**config.mk**
```make
export PLATFORM = sky130hd
export DESIGN_NAME = obstacle_spawner
export DESIGN_NICKNAME = d
export VERILOG_FILES = /design/src/rtl/obstacle_pkg.sv /design/src/rtl/lfsr10.sv /design/src/rtl/obstacle_spawner.sv
export SDC_FILE = /design/constraint.sdc
export NUM_CORES = 1
export LEC_CHECK = 0
export BUFFER_PORTS_ARGS = -buffer_cell sky130_fd_sc_hd__buf_2
export CORE_MARGIN = 3
export CORE_UTILIZATION = 53
export CTS_CLUSTER_SIZE = 16
export DETAILED_ROUTE_END_ITERATION = 16
export GPL_ROUTABILITY_DRIVEN = 0
export PLACE_DENSITY = 0.75
export SYNTH_ARGS = -nofsm -noshare
export SYNTH_HDL_FRONTEND = slang
export SYNTH_SLANG_ARGS = --single-unit
```
**constraint.sdc**
```tcl
create_clock -name clk -period 2.97 [get_ports clk]
set_input_delay 0.4455 -clock clk [delete_from_list [all_inputs] [get_ports clk]]
set_output_delay 0.4455 -clock clk [all_outputs]
set_load 0.02 [all_outputs]
```
**src/rtl/obstacle_pkg.sv**
```systemverilog
// Shared constants for the obstacle subsystem: playfield geometry, LFSR taps,
// spawner state encoding and the per-trigger movement step.
package obstacle_pkg;

  localparam int SCREEN_W        = 640;
  localparam int SCREEN_H        = 480;
  localparam int OBSTACLE_SIZE_X = 32;
  localparam int OBSTACLE_SIZE_Y = 32;
  localparam int OBSTACLE_STEP   = 4;

  // x^10 + x^7 + 1: feedback taps on bits 9 and 6
  localparam logic [9:0] LFSR_TAPS = 10'h240;

  typedef enum logic [1:0] {
    IDLE  = 2'd0,
    ARM   = 2'd1,
    RUN   = 2'd2,
    PAUSE = 2'd3
  } spawn_state_e;

  // max(minp, base - lvl*step), evaluated wide so the floor wins before any wrap
  function automatic logic [23:0] period_calc(input logic [23:0] base,
                                              input logic [23:0] step,
                                              input logic [23:0] minp,
                                              input logic [3:0]  lvl);
    logic [28:0] red;
    red = 29'(lvl) * 29'(step);
    if (29'(base) <= (29'(minp) + red)) return minp;
    return base - red[23:0];
  endfunction

endpackage

```
**src/rtl/lfsr10.sv**
```systemverilog
// 10-bit Fibonacci LFSR; a zero state (illegal lock-up) reloads the seed.
module lfsr10
  import obstacle_pkg::*;
(
  input  logic       clk,
  input  logic       reset,
  input  logic [9:0] seed,
  output logic [9:0] q
);

  logic [9:0] q_q;
  logic [9:0] q_d;

  always_comb begin
    q_d = {q_q[8:0], ^(q_q & LFSR_TAPS)};
    if (q_q == 10'd0) q_d = seed;
  end

  always_ff @(posedge clk) begin
    if (reset) q_q <= seed;
    else       q_q <= q_d;
  end

  assign q = q_q;

endmodule

```
**src/rtl/obstacle_spawner.sv**
```systemverilog
// Paces the obstacle movement controller with trigger pulses, picks start x on
// each fall and tracks spawns/difficulty. Speed-up gated by OBSTACLE_SPEEDUP_EN.
module obstacle_spawner
  import obstacle_pkg::*;
#(
  parameter int          SCREEN_W         = obstacle_pkg::SCREEN_W,
  parameter int          SIZE_X           = obstacle_pkg::OBSTACLE_SIZE_X,
  parameter logic [9:0]  START_Y          = 10'd0,
  parameter logic [23:0] BASE_PERIOD      = 24'd833333,
  parameter logic [23:0] PERIOD_STEP      = 24'd50000,
  parameter logic [23:0] MIN_PERIOD       = 24'd200000,
  parameter logic [23:0] ARM_DELAY        = 24'd1000000,
  parameter int          SPAWNS_PER_LEVEL = 8,
  parameter int          MAX_LEVEL        = 15,
  parameter logic [9:0]  LFSR_SEED        = 10'h2A5
) (
  input  logic         clk,
  input  logic         reset,
  input  logic         enable,
  input  logic [9:0]   obstacle_y,
  output logic         obstacle_trigger,
  output logic [9:0]   obstacle_start_x,
  output logic [9:0]   obstacle_start_y,
  output logic [3:0]   level,
  output logic [15:0]  spawn_count,
  output spawn_state_e dbg_state
);

  localparam logic [9:0]  X_MAX   = 10'(SCREEN_W - SIZE_X);
  localparam logic [9:0]  X_RST   = 10'(SCREEN_W / 2 - SIZE_X / 2);
  localparam logic [3:0]  LVL_MAX = 4'(MAX_LEVEL);
  localparam logic [15:0] SPL_TC  = 16'(SPAWNS_PER_LEVEL - 1);
`ifdef OBSTACLE_SPEEDUP_EN
  localparam bit SPEEDUP = 1'b1;
`else
  localparam bit SPEEDUP = 1'b0;
`endif

  spawn_state_e state_q, state_d;
  logic [23:0]  cnt_q, cnt_d;
  logic         trig_q, trig_d;
  logic [9:0]   start_x_q, start_x_d;
  logic [3:0]   level_q, level_d;
  logic [15:0]  spawn_q, spawn_d;
  logic [15:0]  wrap_cnt_q, wrap_cnt_d;
  logic [9:0]   y_prev_q;
  logic [9:0]   lfsr_q;
  logic [9:0]   cand;
  logic [23:0]  period;
  logic         wrap;

  lfsr10 u_lfsr (
    .clk   (clk),
    .reset (reset),
    .seed  (LFSR_SEED),
    .q     (lfsr_q)
  );

  // A single conditional subtract folds 609..1023 back into 0..414
  always_comb begin
    cand = lfsr_q;
    if (lfsr_q > X_MAX) cand = lfsr_q - (X_MAX + 10'd1);
  end

  assign period = period_calc(BASE_PERIOD, PERIOD_STEP, MIN_PERIOD, level_q);
  assign wrap   = (state_q == RUN) && (obstacle_y < y_prev_q);

  always_comb begin
    state_d    = state_q;
    cnt_d      = cnt_q;
    trig_d     = 1'b0;
    start_x_d  = start_x_q;
    level_d    = level_q;
    spawn_d    = spawn_q;
    wrap_cnt_d = wrap_cnt_q;

    case (state_q)
      IDLE: begin
        cnt_d = '0;
        if (enable) begin
          state_d   = ARM;
          start_x_d = cand;
        end
      end
      ARM: begin
        if (!enable) begin
          state_d = IDLE;
          cnt_d   = '0;
        end else if (cnt_q >= ARM_DELAY - 24'd1) begin
          trig_d  = 1'b1;
          state_d = RUN;
          cnt_d   = '0;
        end else begin
          cnt_d = cnt_q + 24'd1;
        end
      end
      RUN, PAUSE: begin
        // Count only on enabled cycles, so a pause stretches the interval exactly
        if (!enable) begin
          state_d = PAUSE;
        end else begin
          state_d = RUN;
          if (cnt_q >= period - 24'd1) begin
            trig_d = 1'b1;
            cnt_d  = '0;
          end else begin
            cnt_d = cnt_q + 24'd1;
          end
        end
      end
      default: state_d = IDLE;
    endcase

    if (wrap) begin
      start_x_d = cand;
      if (spawn_q != 16'hFFFF) spawn_d = spawn_q + 16'd1;
      if (wrap_cnt_q >= SPL_TC) begin
        wrap_cnt_d = '0;
        if (SPEEDUP && (level_q < LVL_MAX)) level_d = level_q + 4'd1;
      end else begin
        wrap_cnt_d = wrap_cnt_q + 16'd1;
      end
    end
  end

  always_ff @(posedge clk) begin
    if (reset) begin
      state_q    <= IDLE;
      cnt_q      <= '0;
      trig_q     <= 1'b0;
      start_x_q  <= X_RST;
      level_q    <= '0;
      spawn_q    <= '0;
      wrap_cnt_q <= '0;
      y_prev_q   <= '0;
    end else begin
      state_q    <= state_d;
      cnt_q      <= cnt_d;
      trig_q     <= trig_d;
      start_x_q  <= start_x_d;
      level_q    <= level_d;
      spawn_q    <= spawn_d;
      wrap_cnt_q <= wrap_cnt_d;
      y_prev_q   <= obstacle_y;
    end
  end

  assign obstacle_trigger = trig_q;
  assign obstacle_start_x = start_x_q;
  assign obstacle_start_y = START_Y;
  assign level            = level_q;
  assign spawn_count      = spawn_q;
  assign dbg_state        = state_q;

endmodule

```
==> reports/qor.yml <==
sta:
  post-route-period-util_pct: 83.96
  final.setup.tns_ps: 0
  fin_crit_ps: 2493
  relSlewSlack_pct: 40.24
  hold_viol: 0
  setup_ws_ps: 476.5
  drv_slew: 0
  rsz0062_at_grt: "no"
  whs_ps: 334.2
  tightest_slew_ps: 896.4
  fmax_mhz: 401.0
  setup_violations: 0
  fin_skew_ps: 10.14
grt:
  antenna_found_initial: 1
  grt_pass1_wl_um: 13930
  grt_start_max_net_pins: 44
  grt_overflow: 0
  grt_pass1_vias: 3053
  grt_util_all_layers_pct: 19.86
worst_setup_path:
  cp-end-kind: "flop"
  worstPathArrival_ps: 2740
  worstPathRequired_ps: 3220
  max_stage_delay_ps: 840
  rr_worst_depth: 6
  cp_slowest_cell: "o31ai_4"
  r2r_slack_ps: 480
  startpoint: "y_prev_q[9]"
  path_class: "reg -> reg"
  rr_endpoint: "obstacle_start_x[7]"
  cp_max_fo: 24
  crit_chain: "inv_1, ha_1, o2111ai_1, o31ai_4, nand2_1, a221oi_1"
  start_kind: "flop"
  crit_end: "obstacle_start_x[7]"
  r2r-start: "y_prev_q[9]"
routing:
  drc_errors: 0
  drt_iter0_drc: 161
  avgViaCountPerCell: 5.804
  ant_nets: 0
  drt-total-wl_um: 8403
  drtPass1Iterations: 5
  wl_per_cell_um: 14.34
  via_count: 3401
power:
  p_switching_mw: 0.5160
  power_leakage_nw: 1.713
  clockPowerShare_pct: 44.1
  vdd_drop_max_mv: 0.3537
  swShare_pct: 23.42
  power_density_nw_per_um2: 507.2
  p_int_mw: 1.687
  pwr-share-seq_pct: 46.9
  combPwrFrac_pct: 9.0
floorplan:
  dieArea_um2: 8436
  die_h_um: 91.85
  ios: 56
  start_util_pct: 55.95
  core_area_um2: 6982
  rows: 30
  dieWidth_um: 91.85
cts:
  htree_num_levels: 3
  post_cts_resized: 0
  clk_latency_ps: 340
  clk_pin_slew_ps: 80
  cts.sinks: 73
  cts_tree: "done"
  cts-root-buf: "clkbuf_8"
  cts_buffer_depth: 2
  cts_buffers: 9
  cts_setup_buffers: 0
  cts_hold_buf: 0
final_layout:
  layout_commonest_cell: "dfxtp_1"
  seq_area_um2: 1461
  final_nets: 512
  insertedDiodeCount: 0
  final_layout_size_suffix_gt1_share_pct: 17.14
  fillers: 610
  area_growth_pct: 11.21
  multi_input_area_um2: 2191
  mostFrequentLayoutCells: "dfxtp_1 (73), buf_2 (41), nand2_1 (38)"
yosys:
  ys.warnings.count: 0
  synth_edf_count: 0
  async_flop_share_pct: 0
  syn_inst: 454
  synthFlopType: "dfxtp_1"
  synth-seq-area-share_pct: 37.41
  ys_types: 70
  postSynthAreaPerCell_um2: 8.604
  synth_seq_cells: 73
  synth.cell_area_um2: 3906
placement:
  place_ws_ps: 287.9
  portBuffers: 41
  dp_hpwl_um: 5996
run:
  maxCapViolations: 0
worst_hold_path:
  hp-class: "in -> reg"
run_status:
  status: "completed"
## cell type report
type	instances	share of cell area, %
multi-input combinational	334	50.43
sequential	73	33.64
timing repair buffer	45	5.415
clock buffer	12	3.571
tap	96	2.765
clock inverter	4	2.275
inverter	22	1.901
## cells in the mapped netlist, drive strengths merged (7+ instances only)
cell type | count | area [um^2]
clkbuf | 11 | 43.79
xnor2 | 8 | 70.07
nand2 | 39 | 148.9
dfxtp | 73 | 1461
nand4 | 10 | 62.56
inv | 22 | 82.58
nor4 | 10 | 83.83
a211oi | 12 | 95.09
nor2b | 18 | 112.6
buf | 27 | 185.2
o41ai | 7 | 61.31
nor3 | 13 | 70.07
nand2b | 7 | 43.79
o311ai | 9 | 78.83
and3 | 11 | 68.82
nor2 | 28 | 105.1
nand3 | 17 | 90.09
ha | 14 | 175.2
o21ai | 20 | 100.1
a21oi | 21 | 116.4
## sequential cells by signal (all words and copies together), names as in the netlist
name,cells
y_prev_q,10
cnt_q,24
dbg_state,2
obstacle_start_x,10
spawn_count,16
u_lfsr.q,10
obstacle_trigger,1
## worst min-delay path by stage
| stage | startpoint | end | slack (ps) | cells past startpoint |
|---|---|---|---|---|
| global route | obstacle_y[8] | y_prev_q[8] | 330 | 2 |
| detailed placement | obstacle_start_x[9] | obstacle_start_x[9] | 480 | 1 |
| global placement | u_lfsr.q[0] | u_lfsr.q[1] | 470 | 1 |
| finish | obstacle_y[5] | y_prev_q[5] | 330 | 2 |
| floorplan | u_lfsr.q[0] | u_lfsr.q[1] | 450 | 1 |
| CTS | obstacle_y[5] | y_prev_q[5] | 310 | 2 |
## critical path: cells and delay by family, from the launching register on
family	cells	cell delay, ps
AOI/OAI and AO/OA	3	1390
adders and majority gates	1	320
buffers and inverters	1	40
DFF	1	310
and+or+nand+nor	1	330
## layer usage
| layer | part of all wire, % | global-route usage (%) | vias up |
|---|---|---|---|
| li1 | - | - | 1700 |
| met1 | 46 | 25.41 | 1598 |
| met2 | 48 | 33.15 | 89 |
| met3 | 4.7 | 5.578 | 12 |
| met4 | 1.0 | 4.827 | 2 |
| met5 | 0.083 | 0 | - |
## metrics by stage
stage	power (mW)	std cells	utilization, %	instance area, um^2
floorplan	1.214	467	-	3955
detailed placement	1.253	570	58.58	4090
global route	2.287	586	62.22	4344
global placement	1.248	570	58.58	4090
finish	2.203	586	62.22	4344
CTS	2.224	586	62.22	4344
## power by group through the flow
stage	combinational (mW)	clock [mW]	sequential (mW)
floorplan	0.152	0	1.06
global placement	0.193	0	1.05
detailed placement	0.198	0	1.06
CTS	0.199	0.992	1.03
global route	0.223	1.03	1.04
finish	0.199	0.971	1.03
## cell families (layout without fill, tap and decap cells)
group / after synthesis / after routing / share of synthesized area [%]
AOI/OAI and AO/OA: 110 / 110 / 20.31
xor gates and xnor gates: 9 / 9 / 2.018
adders and majority gates: 14 / 14 / 4.484
buffers and inverters: 60 / 83 / 7.975
DFF: 73 / 73 / 37.41
muxes: 6 / 6 / 1.634
other: 1 / 14 / 0.09600
and+or+nand+nor: 181 / 181 / 26.07
Power figures use the tool's default switching activity.
